**config.mk**
```make
export PLATFORM = sky130hd
export DESIGN_NAME = ntt_reorder_buf
export DESIGN_NICKNAME = d
export VERILOG_FILES = /design/src/rtl/ntt_reorder_buf.sv
export SDC_FILE = /design/constraint.sdc
export NUM_CORES = 1
export LEC_CHECK = 0
export CORE_AREA = 2 2 298 300
export CTS_CLUSTER_DIAMETER = 200
export CTS_CLUSTER_SIZE = 12
export DETAILED_ROUTE_END_ITERATION = 8
export DIE_AREA = 0 0 300 302
export GPL_TIMING_DRIVEN = 0
export SLEW_MARGIN = 25
export SYNTH_ARGS = -nofsm -noshare
export SYNTH_HDL_FRONTEND = slang
export SYNTH_SLANG_ARGS = --single-unit
```
**constraint.sdc**
```tcl
create_clock -name clk -period 3.94 [get_ports clk]
set_input_delay 0.788 -clock clk [delete_from_list [all_inputs] [get_ports clk]]
set_output_delay 0.788 -clock clk [all_outputs]
set_load 0.01 [all_outputs]
```
**src/rtl/ntt_reorder_buf.sv**
```systemverilog
// Ping-pong block buffer for the NTT datapath. One bank fills with a block of
// N = 2**LOGN coefficients in natural order while the other bank drains in
// bit-reversed index order, sustaining one coefficient per cycle.
// Optional feature macro: REORDER_MODE_EN adds a 'mode' input that selects,
// per block, natural-order (mode=1) instead of bit-reversed (mode=0) readout.
module ntt_reorder_buf #(
  parameter int LOGQ = 32,
  parameter int LOGN = 4
) (
  input  logic            clk,
  input  logic            rst,
  input  logic            in_valid,
  output logic            in_ready,
  input  logic [LOGQ-1:0] in_data,
  output logic            out_valid,
  input  logic            out_ready,
  output logic [LOGQ-1:0] out_data,
  output logic            out_last
`ifdef REORDER_MODE_EN
  ,
  input  logic            mode
`endif
);

  localparam int N = 1 << LOGN;
  localparam logic [LOGN-1:0] LAST = '1;

  // Bank storage; contents are deliberately left uncleared on reset, the
  // full flags alone decide what is visible.
  logic [LOGQ-1:0] mem0 [N];
  logic [LOGQ-1:0] mem1 [N];

  logic [1:0]      full;
  logic            wbank, rbank;
  logic [LOGN-1:0] wcnt, rcnt;

  logic            wr_fire, rd_fire;
  logic            rd_natural;
  logic [LOGN-1:0] rd_idx;
  logic [LOGQ-1:0] rd_word;

  function automatic logic [LOGN-1:0] bitrev(input logic [LOGN-1:0] v);
    logic [LOGN-1:0] r;
    r = '0;
    for (int i = 0; i < LOGN; i++) r[i] = v[LOGN-1-i];
    return r;
  endfunction

  // Handshakes. A write and a read that fire together always hit different
  // banks: the write bank must be empty and the read bank must be full.
  assign in_ready  = !full[wbank];
  assign out_valid = full[rbank];
  assign wr_fire   = in_valid && in_ready;
  assign rd_fire   = out_valid && out_ready;

`ifdef REORDER_MODE_EN
  logic [1:0] mode_bank;

  // Capture the block's read order on its first accepted word.
  always_ff @(posedge clk) begin
    if (rst)                        mode_bank <= 2'b00;
    else if (wr_fire && wcnt == '0) mode_bank[wbank] <= mode;
  end

  assign rd_natural = mode_bank[rbank];
`else
  assign rd_natural = 1'b0;
`endif

  // Read side is combinational from registers, so data and last flag stay
  // put while the consumer stalls.
  assign rd_idx   = rd_natural ? rcnt : bitrev(rcnt);
  assign rd_word  = rbank ? mem1[rd_idx] : mem0[rd_idx];
  assign out_data = out_valid ? rd_word : '0;
  assign out_last = out_valid && (rcnt == LAST);

  // Store accepted coefficients into the bank being filled.
  always_ff @(posedge clk) begin
    if (wr_fire) begin
      if (wbank) mem1[wcnt] <= in_data;
      else       mem0[wcnt] <= in_data;
    end
  end

  // Counters, bank pointers and full flags. The two full bits are touched
  // at different indices when both block boundaries coincide.
  always_ff @(posedge clk) begin
    if (rst) begin
      full  <= 2'b00;
      wbank <= 1'b0;
      rbank <= 1'b0;
      wcnt  <= '0;
      rcnt  <= '0;
    end else begin
      if (wr_fire) begin
        wcnt <= wcnt + 1'b1;
        if (wcnt == LAST) begin
          full[wbank] <= 1'b1;
          wbank       <= ~wbank;
        end
      end
      if (rd_fire) begin
        rcnt <= rcnt + 1'b1;
        if (rcnt == LAST) begin
          full[rbank] <= 1'b0;
          rbank       <= ~rbank;
        end
      end
    end
  end

endmodule

```
# ---- After elaboration in Yosys (flattened, before gate mapping)
# Memories as Yosys holds them, arrays and structs flattened. A register that Yosys moved wholly into a read port is not among the register bits.
# Index checks and enable logic that the tools add are counted.
dict set report totals {
  ramBits 1024
  register_bits 12
  in_bits 36
  memories 2
  output_inout_bits 35
  elab_cells 53
  mem_bits_ro 0
  latch_bits 0
}
dict set report op_classes {
  magnitude_cmp 4
  eq_ne 2
  n_reduce_logical 8
  n_bitwise 5
  n_mux 25
  shifts 0
  n_mul 0
  addsub 2
  n_div 0
}
# name words width rd rd_clocked_by_memory_dff wr line
set mem_list {}
lappend mem_list {mem0 16 32 1 1 1 30} ;# logic [LOGQ-1:0] mem0 [N];
lappend mem_list {mem1 16 32 1 1 1 31} ;# logic [LOGQ-1:0] mem1 [N];
# op count
set ops {}
lappend ops {{$mux 32} 2}
lappend ops {{$mux 4} 4}
lappend ops {{$mux 1} 12}
lappend ops {{$mux 2} 5}
lappend ops {{$add 4x1->4 const B} 2}
lappend ops {{$eq 4x4->1 const B} 2}
lappend ops {{$logic_and 1x1->1} 5}
lappend ops {{$lt 1x2->1 const B} 2}
lappend ops {{$reduce_and 2->1} 2}
lappend ops {{$and 2x2->2} 1}
lappend ops {{$demux 1 s1} 2}
lappend ops {{$ge 1x1->1 const B} 2}
lappend ops {{$not 1->1} 2}
lappend ops {{$not 2->2} 1}
lappend ops {{$or 2x2->2} 1}
lappend ops {{$logic_not 1->1} 1}

# ---- Logic depth before layout (Yosys ltp)
dict set report depth {
  word_depth 11
  ltp_mapped 8
  ltp_nobuf 5
}

# ---- Worst setup path before layout
# No wires, ideal clock.
dict set report synth_path {
  kind {input port to flip-flop}
  from {input in_valid}
  to {memory mem0[2][0] (enable)}
  required_time_ps 3519
  path_stages 3
  setup_time_ps 421
  t_arrival_ps 2622
  path_buffers 1
  setup_slack_ps 897
  cell_sequence {clkbuf_1 nand3_1 nor2_1}
}
dict set report synth_via {
  elab_chain_cells 3
}
# item line
set synth_lines {}
lappend synth_lines {{start, declared} 12} ;# input logic in_valid,
lappend synth_lines {{$logic_and 1x1->1} 53} ;# assign wr_fire = in_valid && in_ready;
lappend synth_lines {{$mux 1} 79} ;# if (wr_fire) begin
lappend synth_lines {{$mux 1 (not written as such)} 81} ;# else mem0[wcnt] <= in_data;
lappend synth_lines {{end, declared} 30}
# No other way between the ends.

==> run metrics <==
fin util 53.7%; CTS buffer count 96; drt initial violations ~2100; per-cell routed wire length roughly 32 microns; GRT Total Usage 22.9%; Synthesis Warnings 0; slack of the critical path 71.6 ps; count leader, synth edfxtp_1; share of post-route cells with drive strength above 1 between 20% and 30%; category of the most critical setup path flip-flop to primary output; number of buffers inserted by port buffering 70; VDD IR max 352 uV; clk root buf clkbuf_16; vias in the first global route 20000; Core Area 87600 sq um; number of clock sinks around 1000; most common flop cell mapped by yosys edfxtp_1; run status completed; gate count after technology mapping roughly 1800; synthesized area per cell 22.6 sq um; CP Data Required Time 3150 ps; vias post-DR 19400; grt ovf 0; Max Buffers Root-to-Sink 3; number of distinct library cells after synthesis 42; most common library cells after synthesis edfxtp_1 (1024), mux4_2 (213), mux2i_1 (130); maximum number of pins on one net before global-route repair 33; Final nets between 2000 and 2500; number of pins exceeding their max-slew limit in the final report 0; die height 302 microns; clock latency on the worst-skew pair 640 ps; cell area after synthesis 40000 sq um; via/cell ratio around 6.1; drt total wl 102 mm; sequential fraction of the synthesis area 77.7%; Critical Path Fanout Max 10; horizontal die dimension about 300 microns; ranking of synthesized cells by area edfxtp_1 (77%), mux4_2 (12%), mux2i_1 (3.3%); Setup crit start kind flip-flop; detailed-route DRC error count 0; total half-perimeter wirelength after legalization and detailed placement 66.6 mm; Fmax ~260 MHz; Hold Crit Class flip-flop to flip-flop; Post-CTS Hold Buffers 0; placed insts 3068; RD Place Congestion 0.780; transition time at the pin with the least slew margin 1100 ps; Synth-to-Final Area Change 17.6%; post-route insts no fill 3194; Starting Density 45.7%; Critical Path Sink Type primary output; area taken by flip-flops and latches 31100 sq um; post-route fraction of the period consumed by the critical path 98.2%; overall power consumption roughly 21 mW; CTS tree done; time the final worst path needs with I/O delays and setup around 3900 ps; Register-to-Register Setup Slack 1520 ps; final hold violation count 0; headroom to the max-slew limit between 20% and 30%; Row Count 109; synthesized net count 1810; final number of setup-violating endpoints 0; I/O pin count 71; initial antenna violation count 7; area taken by multi-input logic gates approximately 8700 sq um; # Max-Cap Violations 0; critical path arrival approximately 3100 ps; Finished Cell Area between 40000 and 50000 sq um; unrepaired setup endpoints after global routing no; fraction of post-synthesis cell area in the top cell type by area 76.9%; dpl cell area 43900 sq um; Filler Cells Inserted about 6600; total power per unit cell area 444 nW/um^2; share of synthesized registers carrying an async set or reset 0%; number of levels in the clock H-tree 3; post-CTS clock slew at the launch and capture registers of the worst setup and hold paths 60 ps; wire length of the first global-routing pass roughly 150 mm; die area 90600 sq um; Setup WS pre-CTS -31.4 ps; length of the first detailed-routing pass in iterations 5; number of synthesized register bits 1040; Synth area leader edfxtp_1; Pleak 14.5 nW; number of enable-type register cells in the synthesized netlist between 1000 and 1500; Worst Skew between 15 and 20 ps; antenna viol nets, final 0
-- cells by family after synthesis --
kind of cell,after synthesis,synth area share [%]
flops,1040,77.7
simple gates,99,1.09
mux,354,16.0
fa+ha+maj,5,0.156
buf+inv,108,2.00
xor+xnor,7,0.153
compound gates,156,2.98
-- worst max-delay path, stage by stage (launching register included) --
cell	delay, ps
dfxtp_1	300
buf_2	200
buf_8	200
buf_4	240
buf_6	250
mux4_2	340
a22oi_1	320
a31oi_2	210
dlygate4sd2_1	360
-- report_power, final --
group          switching, mW  internal, mW
combinational          0.257        0.0808
sequential            0.0148          12.2
clock                   3.74          4.59
total                   4.01          16.9
-- path summary, 6_finish.rpt --
check | start | to | depth (start not counted)
worst min register to register | rcnt[1] | rcnt[1] | 2
worst max-delay path | flip-flop | out_data[29] | 8
worst max register to register | wcnt[2] | mem0[1][10] | 5
worst min-delay path | rcnt[1] | rcnt[1] | 2
-- through the flow --
step	setup TNS [ps]	hold slack (ps)
after floorplan	0	455
after global placement	-1550040	503
after detailed placement	-46.1	504
after CTS	-470	514
after global routing	0	575
final	0	520
-- routing by layer --
metal | global-route usage [%] | share of wire [%] | up-vias
li1 | - | - | 7984
met1 | 31.4 | 40 | 10500
met2 | 38.6 | 50 | 756
met3 | 3.49 | 7.4 | 145
met4 | 6.48 | 2.3 | 4
met5 | 0 | 0.026 | -
-- timing repair --
action | CTS | global route
pin swaps | 20 | 5
endpoints found under the setup margin | 32 | 13
buffers inserted | 4 | 0
gates resized for setup | 165 | 38
cloned | 0 | 0
-- layout by cell type (no fill, tap or decap), types with 13 or more instances in the layout --
master,Yosys,layout
a221o_1,32,24
a221oi_1,23,20
a22oi_1,32,28
buf_12,2,36
buf_16,0,34
buf_2,29,41
buf_4,21,17
buf_6,22,34
buf_8,2,18
clkbuf_1,18,29
clkbuf_16,0,103
dfxtp_1,16,16
dlygate4sd2_1,0,23
edfxtp_1,1024,1024
mux2i_1,130,126
mux4_2,213,213
nand2_1,21,21
nand3_1,13,13
nor2_1,51,15
nor2_4,0,33
o21ai_1,10,13
-- cell type report --
type / instances / share of cell area (%)
Sequential cell: 1040 / 66.0
Multi-Input combinational cell: 621 / 18.5
Clock buffer: 120 / 5.57
Timing Repair Buffer: 138 / 4.43
Tap cell: 1165 / 3.10
Buffer: 103 / 2.31
Clock inverter: 2 / 0.0372
Inverter: 4 / 0.0319
Antenna cell: 1 / 0.00532
-- flip-flops by register name (all words and copies together), names as in the netlist, named ones only --
name   cells
full       2
mem0     512
mem1     512
rbank      1
rcnt       4
wbank      1
wcnt       4
Power figures use the tool's default switching activity.
